## config.mk

```make
export PLATFORM = sky130hd
export DESIGN_NAME = axis_tx_frame_gen
export DESIGN_NICKNAME = d
export VERILOG_FILES = /design/src/rtl/axis_tx_frame_gen.sv
export SDC_FILE = /design/constraint.sdc
export NUM_CORES = 1
export LEC_CHECK = 0
export BUFFER_PORTS_ARGS = -buffer_cell sky130_fd_sc_hd__clkbuf_2
export CAP_MARGIN = 15
export CORE_MARGIN = 2
export CORE_UTILIZATION = 60
export CTS_BUF_LIST = sky130_fd_sc_hd__clkbuf_8
export DETAILED_ROUTE_END_ITERATION = 7
export PLACE_DENSITY = 0.83
export SYNTH_ARGS = -nofsm -noshare
export SYNTH_HDL_FRONTEND = slang
export SYNTH_SLANG_ARGS = --single-unit
```

## constraint.sdc

```tcl
create_clock -name clock -period 6.5 [get_ports clock]
set_input_delay 0 -clock clock [delete_from_list [all_inputs] [get_ports clock]]
set_output_delay 0 -clock clock [all_outputs]
set_load 0.1 [all_outputs]
```

## src/rtl/axis_tx_frame_gen.sv

```systemverilog
// AXI-Stream frame source for the 10G MAC transmit path: bursts of fixed-length frames with
// deterministic byte-ramp payload, optional inter-frame gap, error marking and graceful abort.
module axis_tx_frame_gen #(
  parameter int DATA_W     = 64,
  parameter int LEN_W      = 16,
  parameter int IFG_CYCLES = 12
) (
  input  logic                clock,
  input  logic                reset,
  input  logic                start,
  input  logic [LEN_W-1:0]    frame_len,
  input  logic [LEN_W-1:0]    num_frames,
  input  logic [7:0]          seed,
  input  logic                err_inject,
  input  logic                abort,
  output logic                busy,
  output logic                done,
  output logic [LEN_W-1:0]    frame_cnt,
  output logic [DATA_W-1:0]   tx_axis_tdata,
  output logic [DATA_W/8-1:0] tx_axis_tkeep,
  output logic                tx_axis_tvalid,
  input  logic                tx_axis_tready,
  output logic                tx_axis_tlast,
  output logic                tx_axis_tuser
);
  localparam int KEEP_W = DATA_W / 8;
  localparam int LANE_W = $clog2(KEEP_W);
  localparam int GAP_W  = (IFG_CYCLES > 1) ? $clog2(IFG_CYCLES) : 1;
  localparam logic [GAP_W-1:0] GAP_LAST = GAP_W'((IFG_CYCLES > 0) ? IFG_CYCLES - 1 : 0);

  typedef enum logic [1:0] {IDLE, SEND, GAP} stateT;
  stateT state, stateNext;

  logic [LEN_W-1:0]  lenLat, numLat, beatIdx, cntInc, selIdx, selLen;
  logic [7:0]        seedLat, selSeed;
  logic              errLat, abortSeen, selErr;
  logic [GAP_W-1:0]  gapCnt;
  logic              fire, lastNow, abortEff, burstEnd, gapLast, startOk;
  logic              emit, hold, beatLast;
  logic [KEEP_W-1:0] beatKeep;
  logic [DATA_W-1:0] beatData;

  function automatic logic lastBeatOf(input logic [LEN_W-1:0] len, input logic [LEN_W-1:0] idx);
    logic [LEN_W:0] beats;
    beats = ({1'b0, len} + (LEN_W+1)'(KEEP_W - 1)) >> LANE_W;
    return {1'b0, idx} == (beats - 1'b1);
  endfunction

  // A full final beat (remainder 0) keeps every lane.
  function automatic logic [KEEP_W-1:0] keepOf(input logic [LEN_W-1:0] len, input logic last);
    logic [LANE_W-1:0] rem;
    rem = len[LANE_W-1:0];
    if (!last || rem == '0) return '1;
    return KEEP_W'((1 << rem) - 1);
  endfunction

  function automatic logic [DATA_W-1:0] dataOf(input logic [7:0] seedV, input logic [LEN_W-1:0] idx,
                                               input logic [KEEP_W-1:0] keep);
    logic [DATA_W-1:0] d;
    logic [7:0]        base;
    d    = '0;
    base = seedV + 8'(idx << LANE_W);
    for (int k = 0; k < KEEP_W; k++)
      if (keep[k]) d[8*k +: 8] = base + 8'(k);
    return d;
  endfunction

  assign fire     = tx_axis_tvalid & tx_axis_tready;
  assign lastNow  = fire & tx_axis_tlast;
  assign abortEff = abortSeen | abort;
  assign cntInc   = frame_cnt + 1'b1;
  assign burstEnd = (cntInc == numLat) | abortEff;
  assign gapLast  = (gapCnt == GAP_LAST);
  assign startOk  = start && (frame_len != '0) && (num_frames != '0);

  always_ff @(posedge clock or posedge reset) begin
    if (reset) state <= IDLE;
    else       state <= stateNext;
  end

  always_comb begin
    stateNext = state;
    unique case (state)
      IDLE: if (startOk) stateNext = SEND;
      SEND: if (lastNow) begin
              if (burstEnd)            stateNext = IDLE;
              else if (IFG_CYCLES > 0) stateNext = GAP;
            end
      GAP:  if (gapLast) stateNext = abortEff ? IDLE : SEND;
      default: stateNext = IDLE;
    endcase
  end

  // Selects which beat (if any) is presented next; a stalled beat is held as-is.
  always_comb begin
    emit    = 1'b0;
    hold    = 1'b0;
    selIdx  = '0;
    selSeed = seedLat;
    selLen  = lenLat;
    selErr  = errLat;
    unique case (state)
      IDLE: if (startOk) begin
              emit    = 1'b1;
              selSeed = seed;
              selLen  = frame_len;
              selErr  = err_inject;
            end
      SEND: if (!fire)                   hold = 1'b1;
            else if (!tx_axis_tlast) begin
              emit   = 1'b1;
              selIdx = beatIdx + 1'b1;
            end
            else if (stateNext == SEND)  emit = 1'b1;
      GAP:  if (stateNext == SEND)       emit = 1'b1;
      default: ;
    endcase
    beatLast = lastBeatOf(selLen, selIdx);
    beatKeep = keepOf(selLen, beatLast);
    beatData = dataOf(selSeed, selIdx, beatKeep);
  end

  // Output register stage
  always_ff @(posedge clock or posedge reset) begin
    if (reset) begin
      busy           <= 1'b0;
      done           <= 1'b0;
      frame_cnt      <= '0;
      lenLat         <= '0;
      numLat         <= '0;
      seedLat        <= '0;
      errLat         <= 1'b0;
      abortSeen      <= 1'b0;
      beatIdx        <= '0;
      gapCnt         <= '0;
      tx_axis_tvalid <= 1'b0;
      tx_axis_tdata  <= '0;
      tx_axis_tkeep  <= '0;
      tx_axis_tlast  <= 1'b0;
      tx_axis_tuser  <= 1'b0;
    end else begin
      busy   <= (stateNext != IDLE);
      done   <= (state != IDLE) && (stateNext == IDLE);
      gapCnt <= (state == GAP) ? gapCnt + 1'b1 : '0;
      if (state == IDLE && startOk) begin
        lenLat    <= frame_len;
        numLat    <= num_frames;
        seedLat   <= seed;
        errLat    <= err_inject;
        abortSeen <= 1'b0;
        frame_cnt <= '0;
      end else begin
        if (state != IDLE && abort) abortSeen <= 1'b1;
        if (lastNow)                frame_cnt <= cntInc;
      end
      if (emit) begin
        beatIdx        <= selIdx;
        tx_axis_tvalid <= 1'b1;
        tx_axis_tdata  <= beatData;
        tx_axis_tkeep  <= beatKeep;
        tx_axis_tlast  <= beatLast;
        tx_axis_tuser  <= selErr & beatLast;
      end else if (!hold) begin
        tx_axis_tvalid <= 1'b0;
        tx_axis_tdata  <= '0;
        tx_axis_tkeep  <= '0;
        tx_axis_tlast  <= 1'b0;
        tx_axis_tuser  <= 1'b0;
      end
    end
  end

endmodule
```

==> qor.yml <==
met1Wirelength_mm: 10.5
wl_met3_mm: 1.61
crit_chain: "dlygate4sd3_1 > clkbuf_2 > or4_4 > nor4_4 > a211oi_4 > o21ai_0 > inv_1 > a21oi_1 > nand2b_1 > ha_1 > or3b_2 > mux2i_1 > xnor2_1 > mux2_1 > xnor2_1 > a21oi_1 > nor4b_1 > and3_1 > and4_1 > o21ai_1"
rows: 45
setup.worst_path.start: "frame_len[12]"
initial_core_util: 0.609
run_status: "finished clean"
io_buffers: 138
drive_gt1_frac: 0.173
hold_viol: 0
synth_area_um2: 9200
die_y_um: 128
startpoint_type: "input pin"
min_path_cells: 5
power_density_nw_per_um2: 571
cts_buffers: 17
crit_family: "simple AND/OR/NAND/NOR gates"
final_cell_mix: "nand2_1, dfrtp_1, clkbuf_2"
yosys_warnings: 0
layout_commonest_cell: "nand2_1"
dieArea_um2: 16300
worst-path-max-fanout: 12
finalWorstPathRequiredPeriod_ns: 5.55
cp.required_ns: 6.83
setup_viol: 0
num-fill-cells: 1146
ys_seq_area_frac: 0.425
grtUsageTotal: 0.318
r2r_setup_slack_ns: 1.15
ctsLongestPathBuffers: 2
die_x_um: 128
timing.rr.start: "state[0]"
synth_nets: 1103
clock-sinks: 156
ys_async_sr_fraction: 1.00
grt_pass1_wl_mm: 40.8
min_from: "start"
nets: 1254
io_pins: 139
worst_pin_slew_ns: 1.14
crit_cells: 20
antenna_found_initial: 2
detail-route-antenna-nets: 0
syn_inst: 1038
slew_headroom: 0.239
criticalPathCategory: "input pin to register"
cts_setup_buffers: 0
worstHoldPathType: "input pin to register"
dr.pass1.iters: 5
worst_skew_pair.late_latency_ns: 0.47
overflow: 0
synthFlopType: "dfrtp_1"
fmax_mhz: 180
max-vdd-ir-drop_v: 0.000536
total_power_mw: 6.17
worst_path_max_delay_cell: "and4_1"
drt_iter0_drc: 661
routed.top_layer: "met4"
hold_buffers: 43
tns_ns: 0
wl_per_cell_um: 18.0
grt_pass1_vias: 8030
setup.worst_path.end_class: "register"
drt-total-wl_mm: 25.1
path_buf_inv: 3
post_cts_resized: 0
clk_pin_slew_ns: 0.09
cap_violations: 0
rsz0062_at_grt: "no"
core_area_um2: 15100
arrival_ns: 5.88
slowest_delay_ns: 0.61
num_vias: 8346
yosysUniqueCellTypes: 67
reg2reg_depth: 19
synth_edf_count: 0
avgViaCountPerCell: 6.00
cts_tree: "done"
wl_met2_mm: 12.1
grt_max_degree: 110
htreeDepth: 4
fin_skew_ns: 0.0175
leakage_nw: 5.08
syn-mean-instance-area_um2: 8.86
finalCritPeriodShare: 0.854
globalplace.congestion: 0.941
root_buffer: "clkbuf_8"
drcViolationCount: 0
synth-seq-cells: 156
maxSlewViolCount: 0
dpl.hpwl_mm: 16.6
area_growth_pct: 17.5
==> cell usage after synthesis, drive strengths merged, types with 3 or more instances <==
| library cell | instances | share of area |
|---|---|---|
| or4 | 9 | 0.0078 |
| o22ai | 4 | 0.0027 |
| o21ai | 46 | 0.025 |
| nand2b | 8 | 0.0054 |
| o31ai | 39 | 0.035 |
| nor4 | 19 | 0.016 |
| nand2 | 230 | 0.094 |
| or3 | 12 | 0.0082 |
| nand4 | 16 | 0.013 |
| xor2 | 53 | 0.050 |
| and2 | 5 | 0.0034 |
| nor2 | 71 | 0.029 |
| buf | 14 | 0.0093 |
| a21o | 9 | 0.0073 |
| xnor2 | 74 | 0.070 |
| a21oi | 33 | 0.018 |
| nand3b | 5 | 0.0041 |
| nor2b | 4 | 0.0027 |
| dfrtp | 156 | 0.42 |
| o311a | 3 | 0.0033 |
| mux2 | 4 | 0.0049 |
| nor3b | 3 | 0.0024 |
| nand3 | 31 | 0.017 |
| ha | 18 | 0.024 |
| mux2i | 16 | 0.017 |
| a22o | 5 | 0.0048 |
| inv | 22 | 0.0090 |
| or2 | 3 | 0.0020 |
| and3 | 12 | 0.0082 |
| a32o | 16 | 0.017 |
| nor3 | 19 | 0.010 |
| clkbuf | 47 | 0.019 |
| and4 | 3 | 0.0029 |
==> registers in the layout, summed over array words and instances (netlist names), 2 cells and up <==
signal / flops
seedLat: 8
numLat: 16
lenLat: 16
state: 2
tx_axis_tkeep: 8
frame_cnt: 16
beatIdx: 16
tx_axis_tdata: 64
gapCnt: 4
==> per-layer routing <==
metal,track usage,vias to the layer above
met5,0,-
met4,0.129,0
met3,0.0597,77
met2,0.511,346
met1,0.428,4031
li1,-,3892
==> final timing paths <==
path                                     end
max                        tx_axis_tdata[32]
min                                lenLat[3]
max reg2reg                tx_axis_tdata[32]
min reg2reg                       seedLat[3]
max in group asynchronous         seedLat[0]
min in group asynchronous   tx_axis_tkeep[6]
==> logic make-up (layout without fill, tap and decap cells) <==
family,Yosys count,in the layout,synth area share
compound gates,175,175,0.134
xor+xnor,128,128,0.123
fa+ha+maj,19,19,0.0267
buf+inv,84,248,0.0378
flops,156,156,0.425
mux,20,20,0.0223
other cells,0,2,0
simple gates,456,456,0.232
==> metrics by stage <==
step	utilization	hold slack [ns]	cells	setup slack (ns)	cell area [um2]
detailed placement	0.661	0.218	1315	1.11	9980
finish	0.716	0.0871	1392	0.947	10800
global placement	0.661	0.215	1315	1.21	9980
global route	0.716	0.109	1392	0.562	10800
floorplan	-	0.105	1038	1.68	9200
CTS	0.716	0.0625	1390	1.05	10800
==> worst min-delay path, stage by stage <==
cell and delay (ns):
clkbuf_2 0.10, nand2_1 0.16, a211oi_4 0.11, nand2_1 0.08, nand2_1 0.06
==> area by class of cell <==
cell class | count | area [um2] | share of cell area
diodes | 2 | 5.00 | 0.000463
inverters | 23 | 91.3 | 0.00845
repair buffers | 193 | 1210 | 0.112
clock buffers | 20 | 275 | 0.0255
flip-flops and latches | 156 | 3900 | 0.361
well taps | 188 | 235 | 0.0218
multi-input cells | 798 | 4970 | 0.460
clock inverters | 12 | 119 | 0.0110
==> where the power goes <==
part / switching (mW) / total (mW) / internal (mW)
Combinational: 2.82 / 3.81 / 0.984
Clock: 0.367 / 0.735 / 0.368
Sequential: 0.311 / 1.63 / 1.32
Power figures use the tool's default switching activity.
